<file path="src/rtl/gauss_pkg.sv">
// Shared types and helpers for the Gaussian row filter: FSM encoding, size helpers
// and normalised (sum = 256) default coefficient sets for 5/7/9 taps, packed c[HALF]..c[0].
package gauss_pkg;

  typedef enum logic [1:0] {
    ST_IDLE  = 2'd0,
    ST_RUN   = 2'd1,
    ST_FLUSH = 2'd2
  } state_e;

  localparam logic [23:0] COEF_INIT_5 = {8'd16, 8'd64, 8'd96};
  localparam logic [31:0] COEF_INIT_7 = {8'd4, 8'd24, 8'd60, 8'd80};
  localparam logic [39:0] COEF_INIT_9 = {8'd1, 8'd8, 8'd28, 8'd56, 8'd70};

  function automatic int half_of(input int taps);
    return (taps - 1) / 2;
  endfunction

  function automatic int acc_width(input int data_w, input int coef_w);
    return data_w + coef_w + 4;
  endfunction

endpackage

</file>
<file path="src/rtl/gauss_mac_pipe.sv">
// Symmetric pre-add / multiply / round / saturate datapath with two register stages;
// valid, sol and eol ride alongside the data so they leave aligned with the pixel.
module gauss_mac_pipe
  import gauss_pkg::*;
#(
  parameter int DATA_W    = 8,
  parameter int TAPS      = 5,
  parameter int COEF_W    = 8,
  parameter int FRAC_BITS = 8
) (
  input  logic                              clk_i,
  input  logic                              rst_ni,
  input  logic                              vld_p0_i,
  input  logic                              sol_p0_i,
  input  logic                              eol_p0_i,
  input  logic [TAPS*DATA_W-1:0]            win_p0_i,
  input  logic [(half_of(TAPS)+1)*COEF_W-1:0] coef_i,
  output logic                              vld_o,
  output logic                              sol_o,
  output logic                              eol_o,
  output logic [DATA_W-1:0]                 data_o
);

  localparam int HALF   = half_of(TAPS);
  localparam int NC     = HALF + 1;
  localparam int ACC_W  = acc_width(DATA_W, COEF_W);
  localparam int PROD_W = DATA_W + 1 + COEF_W;

  function automatic logic [ACC_W-1:0] round_frac(input logic [ACC_W-1:0] a);
    logic [ACC_W:0] t;
    t = {1'b0, a} + ((ACC_W+1)'(1) << (FRAC_BITS - 1));
    return ACC_W'(t >> FRAC_BITS);
  endfunction

  function automatic logic [DATA_W-1:0] sat_px(input logic [ACC_W-1:0] v);
    logic [DATA_W-1:0] r;
    if (v > ACC_W'({DATA_W{1'b1}})) r = '1;
    else                           r = v[DATA_W-1:0];
    return r;
  endfunction

  logic [PROD_W-1:0] prod_d  [NC];
  logic [PROD_W-1:0] prod_p1 [NC];
  logic              vld_p1, sol_p1, eol_p1;
  logic [ACC_W-1:0]  acc_p1;
  logic              vld_p2, sol_p2, eol_p2;
  logic [DATA_W-1:0] data_p2;

  always_comb begin
    prod_d[0] = PROD_W'(win_p0_i[HALF*DATA_W +: DATA_W]) * PROD_W'(coef_i[0 +: COEF_W]);
    for (int k = 1; k < NC; k++) begin
      prod_d[k] = PROD_W'((DATA_W+1)'(win_p0_i[(HALF-k)*DATA_W +: DATA_W]) +
                          (DATA_W+1)'(win_p0_i[(HALF+k)*DATA_W +: DATA_W])) *
                  PROD_W'(coef_i[k*COEF_W +: COEF_W]);
    end
  end

  // p0 -> p1: pre-added products
  always_ff @(posedge clk_i) begin
    for (int k = 0; k < NC; k++) prod_p1[k] <= prod_d[k];
  end

  always_ff @(posedge clk_i or negedge rst_ni) begin
    if (!rst_ni) begin
      vld_p1 <= 1'b0;
      sol_p1 <= 1'b0;
      eol_p1 <= 1'b0;
    end else begin
      vld_p1 <= vld_p0_i;
      sol_p1 <= vld_p0_i & sol_p0_i;
      eol_p1 <= vld_p0_i & eol_p0_i;
    end
  end

  always_comb begin
    acc_p1 = '0;
    for (int k = 0; k < NC; k++) acc_p1 = acc_p1 + ACC_W'(prod_p1[k]);
  end

  // p1 -> p2: rounded, saturated pixel
  always_ff @(posedge clk_i or negedge rst_ni) begin
    if (!rst_ni) begin
      vld_p2  <= 1'b0;
      sol_p2  <= 1'b0;
      eol_p2  <= 1'b0;
      data_p2 <= '0;
    end else begin
      vld_p2 <= vld_p1;
      sol_p2 <= sol_p1;
      eol_p2 <= eol_p1;
      if (vld_p1) data_p2 <= sat_px(round_frac(acc_p1));
    end
  end

  assign vld_o  = vld_p2;
  assign sol_o  = sol_p2;
  assign eol_o  = eol_p2;
  assign data_o = data_p2;

endmodule

</file>
<file path="src/rtl/gaussian_fir_1d.sv">
// Streaming 1-D Gaussian row filter: line framing FSM, replicated-edge window and
// shadow/active coefficient banks feeding the gauss_mac_pipe datapath.
module gaussian_fir_1d
  import gauss_pkg::*;
#(
  parameter int DATA_W    = 8,
  parameter int TAPS      = 5,
  parameter int COEF_W    = 8,
  parameter int FRAC_BITS = 8,
  parameter logic [COEF_W*(half_of(TAPS)+1)-1:0] COEF_INIT = COEF_INIT_5
) (
  input  logic              Clock,
  input  logic              Rst,
  input  logic              In_Valid,
  output logic              In_Ready,
  input  logic              In_Sol,
  input  logic              In_Eol,
  input  logic [DATA_W-1:0] Data_In,
  input  logic              Coef_Wr,
  input  logic [3:0]        Coef_Addr,
  input  logic [COEF_W-1:0] Coef_Data,
  output logic              Out_Valid,
  output logic              Out_Sol,
  output logic              Out_Eol,
  output logic [DATA_W-1:0] Data_Out,
  output logic              Err
);

  localparam int HALF = half_of(TAPS);
  localparam int NC   = HALF + 1;

  state_e            state_q, state_d;
  logic [DATA_W-1:0] win_q [TAPS];
  logic [DATA_W-1:0] win_d [TAPS];
  logic [COEF_W-1:0] sh_q  [NC];
  logic [COEF_W-1:0] act_q [NC];
  logic [COEF_W-1:0] act_d [NC];
  logic [DATA_W-1:0] rep_q, rep_d, shift_px;
  logic [3:0]        s_q, s_d, fl_q, fl_d;
  logic              err_q, err_d;
  logic              vld_p0_q, vld_p0_d, sol_p0_q, sol_p0_d, eol_p0_q, eol_p0_d;
  logic              accept, load, shift, last;
  logic [TAPS*DATA_W-1:0] win_flat;
  logic [NC*COEF_W-1:0]   coef_flat;

  assign In_Ready = (state_q != ST_FLUSH);
  assign accept   = In_Valid & In_Ready;

  always_comb begin
    state_d  = state_q;
    win_d    = win_q;
    act_d    = act_q;
    rep_d    = rep_q;
    s_d      = s_q;
    fl_d     = fl_q;
    err_d    = err_q;
    vld_p0_d = 1'b0;
    sol_p0_d = 1'b0;
    eol_p0_d = 1'b0;
    load     = 1'b0;
    shift    = 1'b0;
    last     = 1'b0;
    shift_px = Data_In;

    case (state_q)
      ST_IDLE: begin
        if (accept) begin
          if (In_Sol) load = 1'b1;
          else        err_d = 1'b1;
        end
      end
      ST_RUN: begin
        if (accept) begin
          if (In_Sol) begin
            err_d = 1'b1;
            load  = 1'b1;
          end else begin
            shift = 1'b1;
            if (In_Eol) begin
              rep_d   = Data_In;
              fl_d    = '0;
              state_d = ST_FLUSH;
            end
          end
        end
      end
      ST_FLUSH: begin
        shift    = 1'b1;
        shift_px = rep_q;
        fl_d     = fl_q + 4'd1;
        if (fl_q == 4'(HALF - 1)) begin
          last    = 1'b1;
          state_d = ST_IDLE;
        end
      end
      default: state_d = ST_IDLE;
    endcase

    // A new line replicates its first pixel across the whole window.
    if (load) begin
      for (int k = 0; k < TAPS; k++) win_d[k] = Data_In;
      act_d   = sh_q;
      rep_d   = Data_In;
      s_d     = '0;
      fl_d    = '0;
      state_d = In_Eol ? ST_FLUSH : ST_RUN;
    end

    if (shift) begin
      for (int k = 0; k < TAPS - 1; k++) win_d[k] = win_q[k+1];
      win_d[TAPS-1] = shift_px;
      if (s_q != 4'(HALF)) s_d = s_q + 4'd1;
      vld_p0_d = (s_q >= 4'(HALF - 1));
      sol_p0_d = (s_q == 4'(HALF - 1));
      eol_p0_d = last;
    end

    if (Coef_Wr && (Coef_Addr > 4'(HALF))) err_d = 1'b1;
  end

  always_ff @(posedge Clock or negedge Rst) begin
    if (!Rst) begin
      state_q  <= ST_IDLE;
      rep_q    <= '0;
      s_q      <= '0;
      fl_q     <= '0;
      err_q    <= 1'b0;
      vld_p0_q <= 1'b0;
      sol_p0_q <= 1'b0;
      eol_p0_q <= 1'b0;
      for (int k = 0; k < TAPS; k++) win_q[k] <= '0;
      for (int k = 0; k < NC; k++) begin
        sh_q[k]  <= COEF_INIT[k*COEF_W +: COEF_W];
        act_q[k] <= COEF_INIT[k*COEF_W +: COEF_W];
      end
    end else begin
      state_q  <= state_d;
      rep_q    <= rep_d;
      s_q      <= s_d;
      fl_q     <= fl_d;
      err_q    <= err_d;
      vld_p0_q <= vld_p0_d;
      sol_p0_q <= sol_p0_d;
      eol_p0_q <= eol_p0_d;
      win_q    <= win_d;
      act_q    <= act_d;
      for (int k = 0; k < NC; k++) begin
        if (Coef_Wr && (Coef_Addr == 4'(k))) sh_q[k] <= Coef_Data;
      end
    end
  end

  always_comb begin
    win_flat  = '0;
    coef_flat = '0;
    for (int k = 0; k < TAPS; k++) win_flat[k*DATA_W +: DATA_W] = win_q[k];
    for (int k = 0; k < NC; k++)   coef_flat[k*COEF_W +: COEF_W] = act_q[k];
  end

  gauss_mac_pipe #(
    .DATA_W    (DATA_W),
    .TAPS      (TAPS),
    .COEF_W    (COEF_W),
    .FRAC_BITS (FRAC_BITS)
  ) u_mac (
    .clk_i    (Clock),
    .rst_ni   (Rst),
    .vld_p0_i (vld_p0_q),
    .sol_p0_i (sol_p0_q),
    .eol_p0_i (eol_p0_q),
    .win_p0_i (win_flat),
    .coef_i   (coef_flat),
    .vld_o    (Out_Valid),
    .sol_o    (Out_Sol),
    .eol_o    (Out_Eol),
    .data_o   (Data_Out)
  );

  assign Err = err_q;

endmodule

</file>
<file path="config.mk">
export PLATFORM = sky130hd
export DESIGN_NAME = gaussian_fir_1d
export DESIGN_NICKNAME = d
export VERILOG_FILES = /design/src/rtl/gauss_pkg.sv /design/src/rtl/gauss_mac_pipe.sv /design/src/rtl/gaussian_fir_1d.sv
export SDC_FILE = /design/constraint.sdc
export NUM_CORES = 1
export LEC_CHECK = 0
export CAP_MARGIN = 20
export CORE_MARGIN = 5
export CORE_UTILIZATION = 62
export CTS_CLUSTER_DIAMETER = 200
export DETAILED_ROUTE_END_ITERATION = 12
export HOLD_SLACK_MARGIN = 0.06
export PLACE_DENSITY = 0.87
export SLEW_MARGIN = 20
export SYNTH_ARGS = -nofsm -noshare
export SYNTH_HDL_FRONTEND = slang
export SYNTH_HIERARCHICAL = 1
export SYNTH_SLANG_ARGS = --single-unit
</file>
<file path="constraint.sdc">
create_clock -name Clock -period 6.6 [get_ports Clock]
set_input_delay 0.66 -clock Clock [delete_from_list [all_inputs] [get_ports Clock]]
set_output_delay 0.66 -clock Clock [all_outputs]
set_load 0.01 [all_outputs]
</file>
== After elaboration in Yosys (flattened, before gate mapping) ==
Memory sizes are Yosys's and may differ from the RTL's.
Index checks and enable logic that the tools add are counted.

* Memories: 1
* Output and inout bits: 13
* Bits of input ports: 26
* Logic and storage cells: 119
* Register bits after elaboration: 124
* Memory bits (writable): 51

* $lt $le $gt $ge: 3
* Equal/unequal tests: 18
* Multiply operators: 3
* Add/subtract/negate cells: 7
* Mux-type cells: 41
* Reduce and logical (&&, ||, !) cells: 17
* Bitwise gates (word level): 3

{| class="wikitable"
|+ Memory list
! memory !! depth !! width !! read ports !! clocked after Yosys merged registers in !! write ports !! RTL line !! source
|-
| u_mac.prod_p1 || 3 || 17 || 3 || 0 || 3 || gauss_mac_pipe.sv:43 || <nowiki>logic [PROD_W-1:0] prod_p1 [NC];</nowiki>
|}

{| class="wikitable"
|+ Operator list
! kind !! number
|-
| 2-to-1 mux 40 bit || 2
|-
| 2-to-1 mux 8 bit || 7
|-
| multiplier 17 x 8 -> 17 bit || 2
|-
| 2-to-1 mux 4 bit || 7
|-
| inequality test 3 bit, second input constant || 8
|-
| adder 20 x 8 -> 21 bit, second input constant || 1
|-
| adder 20 x 17 -> 20 bit || 1
|-
| adder 17 x 17 -> 18 bit || 1
|-
| adder 8 x 8 -> 9 bit || 2
|-
| multiplier 8 x 8 -> 16 bit || 1
|-
| 2-to-1 mux 1 bit || 15
|-
| > comparator 13 x 8 -> 1 bit, second input constant || 1
|-
| == test 4 x 1 -> 1 bit, second input constant || 3
|-
| 2-to-1 mux 2 bit || 6
|-
| AND reduction 5 bit || 2
|-
| adder 4 x 1 -> 4 bit, second input constant || 2
|-
| case mux 4 bit (2 select lines) || 1
|-
| AND reduction 4 bit || 2
|-
| nonzero test 2 bit || 4
|-
| case mux 2 bit (3 select lines) || 1
|-
| nonzero test 3 bit || 2
|-
| == test 4 x 2 -> 1 bit, second input constant || 1
|-
| >= comparator 4 x 1 -> 1 bit, second input constant || 1
|-
| > comparator 4 x 2 -> 1 bit, second input constant || 1
|-
| 11 further kinds || 18
|}

== Logic depth before layout (Yosys ltp) ==
Gate-level depths: netlist of the first run.

* Word-level depth: 7
* Mapped depth: 25
* Gate-level depth less buffers: 25

== Hierarchy ==
Netlist of the first run, hierarchy kept.

{| class="wikitable"
|+ By module, submodules not included
! module !! area an instance (um^2) !! cells each !! instances !! seq. area each (um^2)
|-
| gauss_mac_pipe || 9748.1 || 1054 || 1 || 1351.3
|-
| gaussian_fir_1d || 4718.3 || 465 || 1 || 2762.6
|}

== Least setup slack after synthesis of the first run ==
No wires, ideal clock.

* Path kind: flip-flop to flip-flop
* From: register win_q (netlist bit win_flat[8])
* To: memory u_mac/prod_p1[0][32] (netlist bit)
* Period minus slack after synthesis: 5.347 ns
* Stages on the path, launching flop included: 24
* Data required time: 6.528 ns
* Slack: 1.253 ns
* Arrival: 5.275 ns
* Library setup time: 0.072 ns
* Cell sequence: dfrtp_1 > ha_1 > inv_1 > fa_1 > inv_1 > a21oi_1 > o21bai_1 > a21oi_1 > o21bai_1 > xor2_1 > and2_1 > fa_1 > fa_1 > fa_1 > inv_1 > fa_1 > inv_1 > ha_1 > and3_1 > a21oi_1 > o211ai_1 > a31o_2 > a21oi_1 > xnor2_1

{| class="wikitable"
|+ RTL lines
! element !! RTL line !! source
|-
| start: declaration || gaussian_fir_1d.sv:33 || <nowiki>logic [DATA_W-1:0] win_q [TAPS];</nowiki>
|-
| start signal: assignment || gaussian_fir_1d.sv:145 || <nowiki>win_q <= win_d;</nowiki>
|-
| end: declaration || gauss_mac_pipe.sv:43 ||
|}

==> impl_metrics.env, run 1 <==
export IMPL_synthCells=1519
export IMPL_grt_ovfl_total=0
export IMPL_grt_pass1_wl_um=52100
export IMPL_syn_area_per_cell_um2=9.52
export IMPL_insertion_delay_ns=0.43
export IMPL_synth_top_family_by_area="adder cells"
export IMPL_fin_nets=1870
export IMPL_portBuffers=38
export IMPL_arrival_ns=6.46
export IMPL_io_pins=39
export IMPL_yosysSeqAreaShare_pct=28.4
export IMPL_cts_hold_buf=0
export IMPL_run_status="finished, final reports clean"
export IMPL_cp_required_ns=6.95
export IMPL_period_minus_slack_ns=6.11
export IMPL_drc=0
export IMPL_synthArstFlopShare_pct=71.3
export IMPL_worstSetupPathType="flip-flop to flip-flop"
export IMPL_final_common_cell="inv_1"
export IMPL_max_slew_margin_pct=39.1
export IMPL_cap_violations=0
export IMPL_fmax_ghz=0.164
export IMPL_cts_resized=0
export IMPL_yosysWarnings=6
export IMPL_dp_hpwl_um=24100
export IMPL_final_setup_viol_count=0
export IMPL_yosys_most_used_dff="dfrtp_1"
export IMPL_htree_num_levels=4
export IMPL_clkSinkCount=174
export IMPL_post_drt_wl_per_cell_um=16.4
export IMPL_core_area_um2=22800
export IMPL_fin_skew_ns=0.0153
export IMPL_clockBufferDepth=2
export IMPL_drt_wl_total_um=30800
export IMPL_worst_setup_path_end_kind="flip-flop"
export IMPL_dieArea_um2=26500
export IMPL_grt_usage_pct=24.2
export IMPL_synth_seq_cells=174
export IMPL_synthTopCellsByArea="dfrtp_1 20%, fa_1 19%, ha_1 13%"
export IMPL_nFillCells=1638
export IMPL_worstPathMaxFanout=8
export IMPL_layout_common_cells="244 x inv_1, 156 x nand2_1, 153 x ha_1"
export IMPL_synth_cell_types=72
export IMPL_ant_nets=0
export IMPL_diodes=0
export IMPL_finalNonFillerCells=1880
export IMPL_viasPerCell=5.59
export IMPL_final_setup_tns_ns=0
export IMPL_muxShareOfSynthArea_pct=2.64
export IMPL_dr_pass1_iters=8
export IMPL_synth_area_um2=14500
export IMPL_maxSlewViolCount=0
export IMPL_synth_edf_count=0
export IMPL_cts_tree="built"
export IMPL_grt_start_max_net_pins=74
export IMPL_min_period_over_period_pct=92.5
export IMPL_holdCritPathClass="primary input to async pin"
export IMPL_num_rows=55
export IMPL_fp_dieW_um=163
export IMPL_drtIter0Drc=679
export IMPL_worstMarginPinSlew_ns=0.913
export IMPL_gp_congestion=0.923
export IMPL_cts_root_buf="clkbuf_16"
export IMPL_place_inst=1848
export IMPL_synthAdderAreaFrac_pct=32.2
export IMPL_crit_path_start_kind="flip-flop"
export IMPL_postSynthNetCount=1835
export IMPL_clkSlewWorstSetupHoldPaths_ns=0.07
export IMPL_die_h_um=163
export IMPL_rsz0062_at_grt="no"
export IMPL_synth_top_area_share_pct=20.1
export IMPL_synth_xor_area_share_pct=3.76
export IMPL_synth_compound_area_share_pct=9.38
export IMPL_initial_core_util_pct=63.5
export IMPL_post_cts_buffers=0
export IMPL_drive_gt1_share_pct=6.06
export IMPL_area_delta_synth_final_pct=8.87
export IMPL_cts_buffers=17
export IMPL_yosys_area_top_type="dfrtp_1"
export IMPL_finalHoldViolCount=0
export IMPL_grt_pass1_vias=10966
export IMPL_antenna_found_initial=0
export IMPL_vias=10501
export IMPL_synthSimpleGateAreaFrac_pct=16.2
[flip-flops by register name, summed over array words and instances (netlist names)]
register       cells
u_mac/sol_p1       1
rep_q              8
state_q            2
sol_p0_q           1
Err                1
u_mac/sol_o        1
vld_p0_q           1
act_q             24
u_mac/data_o       8
u_mac/vld_p1       1
u_mac/vld_o        1
win_flat          40
u_mac/prod_p1     50
fl_q               4
s_q                4
sh_q              24
eol_p0_q           1
u_mac/eol_o        1
u_mac/eol_p1       1
[Yosys cell counts, drive strengths merged, types with 4 or more instances]
library cell  instances
mux2                 25
a21oi               112
o21a                  4
dfstp                 8
a21boi                7
o41ai                 4
clkbuf                6
xor2                 13
o21bai                8
nand2               157
o211ai                5
nor4                  4
xnor2                47
nor2b                21
dfxtp                50
mux2i                10
inv                 244
fa                  137
o21ai                37
dfrtp               116
nand2b                9
ha                  153
nor3                 22
buf                  21
a31oi                 9
a31o                  4
and2                137
a21o                 12
nor2                 94
nand3                10
[critical path: stages (launching register included)]
cell and delay, ns:
dfrtp_1 0.38, ha_1 0.18, inv_1 0.06, fa_1 0.40, inv_1 0.08, a21oi_1 0.05, o21bai_1 0.21, a21oi_1 0.10
o21bai_1 0.23, xor2_1 0.55, and2_1 0.25, fa_1 0.41, fa_1 0.49, fa_1 0.57, inv_1 0.06, fa_1 0.54
inv_1 0.05, ha_1 0.34, and3_1 0.20, a21oi_1 0.14, o211ai_1 0.15, a31o_2 0.26, a21oi_1 0.20, xnor2_1 0.14
[final timing paths]
kind / startpoint / cells past startpoint / slack, ns / end
worst max register to register: win_flat[8]$_DFFE_PN0P_ / 23 / 0.49 / u_mac/prod_p1[0][32]$_DFF_P_
max in group asynchronous: Rst / 2 / 5.00 / u_mac/data_o[7]$_DFFE_PN0P_
min in group Clock: u_mac/eol_p1$_DFF_PN0_ / 0 / 0.36 / u_mac/eol_o$_DFF_PN0_
worst min register to register: u_mac/eol_p1$_DFF_PN0_ / 0 / 0.36 / u_mac/eol_o$_DFF_PN0_
worst min-delay path: Rst / 1 / 0.35 / fl_q[1]$_DFFE_PN0P_
worst max-delay path: win_flat[8]$_DFFE_PN0P_ / 23 / 0.49 / u_mac/prod_p1[0][32]$_DFF_P_
[layout make-up]
class	instances	area, µm²	share of cell area, %
flip-flops and latches	174	4110	26.1
repair buffers	43	415	2.64
clock inverters	13	180	1.14
multi-input cells	1074	9300	59.0
inverters	244	916	5.82
well taps	313	392	2.49
clock buffers	19	433	2.75
[metal layers]
layer / part of all wire (%) / vias up / GRT usage [%]
met4: 3.0 / 0 / 8.35
met2: 51 / 287 / 42.8
met5: 0 / - / 0
met3: 4.6 / 67 / 3.52
met1: 41 / 5217 / 30.5
li1: - / 4930 / -
[kinds of logic after synthesis]
logic type,Yosys count
simple gates,470
fa+ha+maj,290
flops,174
xor+xnor,60
buf+inv,271
mux,35
compound gates,219
[through the flow]
step | util [%] | hold slack, ns | area, µm² | worst slack (ns)
floorplan | - | 0.331 | 14500 | 1.25
global placement | 66.4 | 0.335 | 15100 | 0.951
detailed placement | 66.4 | 0.337 | 15100 | 0.612
CTS | 69.1 | 0.355 | 15700 | 0.573
global route | 69.1 | 0.367 | 15800 | 0.184
finish | 69.1 | 0.355 | 15800 | 0.493
Power of run 1 is left out: the tool's default activity adds up to more than one toggle a clock period on the data nets, which glitch-free logic cannot reach.
==> run 2: changes to the inputs <==
Settings changed: CORE_UTILIZATION 62 to 45, PLACE_DENSITY 0.87 to 0.68.
==> impl_metrics.env, run 2 (synthesized netlist as in run 1, its figures left out) <==
export IMPL_run_status="finished, final reports clean"
export IMPL_crit_end="u_mac/prod_p1[0][49]$_DFF_P_"
export IMPL_critPathMaxStageDelay_ns=0.54
export IMPL_die_h_um=189
export IMPL_drt_wl_total_um=30400
export IMPL_ant_nets=0
export IMPL_initial_core_util_pct=45.7
export IMPL_utilization_pct=50.1
export IMPL_worst_setup_path_end_kind="flip-flop"
export IMPL_fin_area_um2=15800
export IMPL_cp_depth=24
export IMPL_num_rows=65
export IMPL_r2r_end="u_mac/prod_p1[0][49]$_DFF_P_"
export IMPL_r2r_cells=24
export IMPL_gp_congestion=0.855
export IMPL_rsz0062_at_grt="no"
export IMPL_dp_hpwl_um=24100
export IMPL_htree_num_levels=4
export IMPL_crit_top_cell="fa_1"
export IMPL_fp_dieW_um=189
export IMPL_io_pins=39
export IMPL_grt_usage_pct=17.6
export IMPL_clockBufferDepth=2
export IMPL_cts_hold_buf=0
export IMPL_clkSlewWorstSetupHoldPaths_ns=0.07
export IMPL_finalNonFillerCells=1971
export IMPL_cts_tree="built"
export IMPL_holdCritPathClass="primary input to async pin"
export IMPL_finalHoldViolCount=0
export IMPL_dr_pass1_iters=5
export IMPL_place_inst=1939
export IMPL_grt_pass1_wl_um=51400
export IMPL_layout_common_cells="244 x inv_1, 156 x nand2_1, 153 x ha_1"
export IMPL_crit_path_start_kind="flip-flop"
export IMPL_period_minus_slack_ns=6.01
export IMPL_rr_startpoint="win_flat[32]$_DFFE_PN0P_"
export IMPL_cts_resized=0
export IMPL_cap_violations=0
export IMPL_grt_start_max_net_pins=72
export IMPL_maxSlewViolCount=0
export IMPL_largest_reg_flops=50
export IMPL_portBuffers=38
export IMPL_worstMarginPinSlew_ns=0.928
export IMPL_drc=0
export IMPL_min_period_over_period_pct=91.1
export IMPL_worstPathMaxFanout=8
export IMPL_cp_slowest_cell="fa_1"
export IMPL_final_setup_viol_count=0
export IMPL_grt_pass1_vias=10229
export IMPL_worstSetupPathType="flip-flop to flip-flop"
export IMPL_post_cts_buffers=0
export IMPL_insertion_delay_ns=0.44
export IMPL_crit_start="win_flat[32]$_DFFE_PN0P_"
export IMPL_arrival_ns=6.37
export IMPL_max_slew_margin_pct=38.1
export IMPL_reg2reg_slack_ns=0.59
export IMPL_cp_required_ns=6.95
export IMPL_crit_family="adder cells"
export IMPL_fin_nets=1872
export IMPL_drive_gt1_share_pct=6.31
export IMPL_clkSinkCount=174
export IMPL_vias=10131
export IMPL_core_area_um2=31600
export IMPL_cts_root_buf="clkbuf_16"
export IMPL_top_register="u_mac/prod_p1"
export IMPL_final_common_cell="inv_1"
export IMPL_dieArea_um2=35800
export IMPL_antenna_found_initial=2
export IMPL_final_setup_tns_ns=0
export IMPL_diodes=0
export IMPL_viasPerCell=5.14
export IMPL_grt_ovfl_total=0
export IMPL_path_buf_inv=4
export IMPL_cts_buffers=17
export IMPL_critical_path_cell_chain="ha_1, inv_1, fa_1, inv_1, a21oi_1, o21bai_1, a21oi_1, nor2b_1, nor2_1, xnor2_1, and2_1, fa_1, fa_1, fa_1, inv_1, fa_1, inv_1, ha_1, and3_1, a21oi_1, o211ai_1, a31o_2, a21oi_1, xnor2_1"
export IMPL_place_area_um2=15300
export IMPL_area_delta_synth_final_pct=9.51
export IMPL_post_drt_wl_per_cell_um=15.4
export IMPL_fmax_ghz=0.166
export IMPL_fin_skew_ns=0.0144
export IMPL_drtIter0Drc=625
## run 2: cell types whose count changed in the layout (fill, tap and decap cells not counted)
cell,delta
bufinv_16,-2
clkinv_4,-1
nor2_2,+1
buf_4,+2
clkinv_2,-1
clkbuf_8,+1
clkinvlp_4,+2
nor2_4,-1
clkbuf_1,-2
inv_6,+4
inv_8,-1
## run 2: stage by stage
stage          hold WS, ns  worst slack (ns)
2_1_floorplan        0.331              1.25
5_1_grt              0.316             0.185
3_3_place_gp         0.340             0.929
6_report             0.264             0.586
4_1_cts              0.289             0.644
3_5_place_dp         0.339             0.707
## run 2: worst min path at each step
stage | cells past startpoint | endpoint | slack (ns)
after global placement | 0 | u_mac/sol_o$_DFF_PN0_ | 0.34
after floorplan | 0 | u_mac/eol_o$_DFF_PN0_ | 0.33
final | 1 | Err$_DFFE_PN0P_ | 0.26
after detailed placement | 0 | u_mac/sol_o$_DFF_PN0_ | 0.34
after global routing | 1 | Err$_DFFE_PN0P_ | 0.32
after CTS | 1 | win_flat[26]$_DFFE_PN0P_ | 0.29
## run 2: layout make-up
| type | instances | area (µm²) |
|---|---|---|
| Fill cell | 2899 | 15800 |
| Multi-Input combinational cell | 1074 | 9300 |
| Sequential cell | 174 | 4110 |
| Inverter | 244 | 916 |
| Tap cell | 402 | 503 |
| Clock buffer | 18 | 439 |
| Timing Repair Buffer | 45 | 430 |
| Clock inverter | 14 | 145 |
## run 2: routing by layer
layer	share of wire, %	vias up	GRT usage [%]
li1	-	4939	-
met1	45	4986	23.4
met2	48	152	28.8
met3	3.5	54	2.73
met4	3.8	0	7.51
met5	0	-	0
Power of run 2 is left out for the same reason.
==> run 3: changes to the inputs <==
Settings changed: GPL_ROUTABILITY_DRIVEN set to 0, SLEW_MARGIN 20 to not set.
==> impl_metrics.env, run 3 (synthesized netlist as in run 1, its figures left out) <==
export IMPL_arrival_ns=6.38
export IMPL_cts_root_buf="clkbuf_16"
export IMPL_cts_resized=0
export IMPL_fmax_ghz=0.166
export IMPL_cts_tree="built"
export IMPL_insertion_delay_ns=0.44
export IMPL_cap_violations=0
export IMPL_io_pins=39
export IMPL_crit_path_start_kind="flip-flop"
export IMPL_rr_startpoint="win_flat[32]$_DFFE_PN0P_"
export IMPL_worstSetupPathType="flip-flop to flip-flop"
export IMPL_area_delta_synth_final_pct=9.63
export IMPL_finalHoldViolCount=0
export IMPL_diodes=0
export IMPL_ant_nets=0
export IMPL_cts_hold_buf=0
export IMPL_fin_skew_ns=0.0154
export IMPL_largest_reg_flops=50
export IMPL_dp_hpwl_um=24100
export IMPL_grt_pass1_vias=10229
export IMPL_utilization_pct=50.1
export IMPL_worstMarginPinSlew_ns=0.930
export IMPL_cp_required_ns=6.95
export IMPL_num_rows=65
export IMPL_dr_pass1_iters=5
export IMPL_drive_gt1_share_pct=6.37
export IMPL_r2r_cells=24
export IMPL_holdCritPathClass="primary input to async pin"
export IMPL_antenna_found_initial=2
export IMPL_initial_core_util_pct=45.7
export IMPL_vias=10116
export IMPL_clockBufferDepth=2
export IMPL_min_period_over_period_pct=91.4
export IMPL_reg2reg_slack_ns=0.57
export IMPL_final_setup_viol_count=0
export IMPL_core_area_um2=31600
export IMPL_grt_usage_pct=17.6
export IMPL_grt_start_max_net_pins=72
export IMPL_cts_buffers=17
export IMPL_fin_nets=1873
export IMPL_clkSlewWorstSetupHoldPaths_ns=0.07
export IMPL_clkSinkCount=174
export IMPL_period_minus_slack_ns=6.03
export IMPL_r2r_end="u_mac/prod_p1[0][49]$_DFF_P_"
export IMPL_htree_num_levels=4
export IMPL_die_h_um=189
export IMPL_dieArea_um2=35800
export IMPL_grt_pass1_wl_um=51400
export IMPL_place_area_um2=15300
export IMPL_final_common_cell="inv_1"
export IMPL_grt_ovfl_total=0
export IMPL_layout_common_cells="244 x inv_1, 156 x nand2_1, 153 x ha_1"
export IMPL_worst_setup_path_end_kind="flip-flop"
export IMPL_drtIter0Drc=607
export IMPL_worstPathMaxFanout=8
export IMPL_drc=0
export IMPL_rsz0062_at_grt="no"
export IMPL_run_status="finished, final reports clean"
export IMPL_portBuffers=38
export IMPL_viasPerCell=5.13
export IMPL_fp_dieW_um=189
export IMPL_fin_area_um2=15900
export IMPL_top_register="u_mac/prod_p1"
export IMPL_max_slew_margin_pct=38.0
export IMPL_post_drt_wl_per_cell_um=15.4
export IMPL_final_setup_tns_ns=0
export IMPL_post_cts_buffers=0
export IMPL_drt_wl_total_um=30400
export IMPL_maxSlewViolCount=0
-- run 3: worst max-delay path, cell delays in order, from the launching register on --
cell and delay (ns):
dfrtp_1 0.38, ha_1 0.18, inv_1 0.06, fa_1 0.41, inv_1 0.09, a21oi_1 0.06
o21bai_1 0.21, a21oi_1 0.10, nor2b_1 0.15, nor2_1 0.07, xnor2_1 0.53, and2_1 0.25
fa_1 0.41, fa_1 0.47, fa_1 0.54, inv_1 0.05, fa_1 0.52, inv_1 0.04
ha_1 0.34, and3_1 0.20, a21oi_1 0.17, o211ai_1 0.16, a31o_2 0.26, a21oi_1 0.17
xnor2_1 0.14
-- run 3: layout make-up --
cell class / instances / area, µm²
clock inverter: 14 / 145
timing repair buffer: 46 / 450
clock buffer: 18 / 439
sequential: 174 / 4110
inverter: 244 / 916
tap: 402 / 503
fill: 2898 / 15800
multi-input combinational: 1074 / 9290
-- run 3: worst max path at each step --
stage                             startpoint                           end
finish              win_flat[32]$_DFFE_PN0P_  u_mac/prod_p1[0][49]$_DFF_P_
global route        win_flat[24]$_DFFE_PN0P_  u_mac/prod_p1[0][31]$_DFF_P_
CTS                 win_flat[32]$_DFFE_PN0P_  u_mac/prod_p1[0][49]$_DFF_P_
detailed placement  win_flat[32]$_DFFE_PN0P_  u_mac/prod_p1[0][49]$_DFF_P_
global placement     win_flat[8]$_DFFE_PN0P_  u_mac/prod_p1[0][32]$_DFF_P_
floorplan            win_flat[8]$_DFFE_PN0P_  u_mac/prod_p1[0][32]$_DFF_P_
-- run 3: stage by stage --
step           setup WS (ns)  hold slack (ns)  cells
3_5_place_dp           0.707            0.339   1939
5_1_grt                0.185            0.316   1972
3_3_place_gp           0.929            0.340   1939
2_1_floorplan           1.25            0.331   1519
6_report               0.566            0.270   1972
4_1_cts                0.644            0.289   1971
-- run 3: per-layer routing --
layer  vias to the layer above  global-route usage [%]  share of wire (%)
met5                         -                       0                  0
met1                      4980                    23.4                 45
met4                         0                    7.51                3.7
li1                       4938                       -                  -
met2                       148                    28.8                 48
met3                        50                    2.73                3.4
Power of run 3 is left out for the same reason.
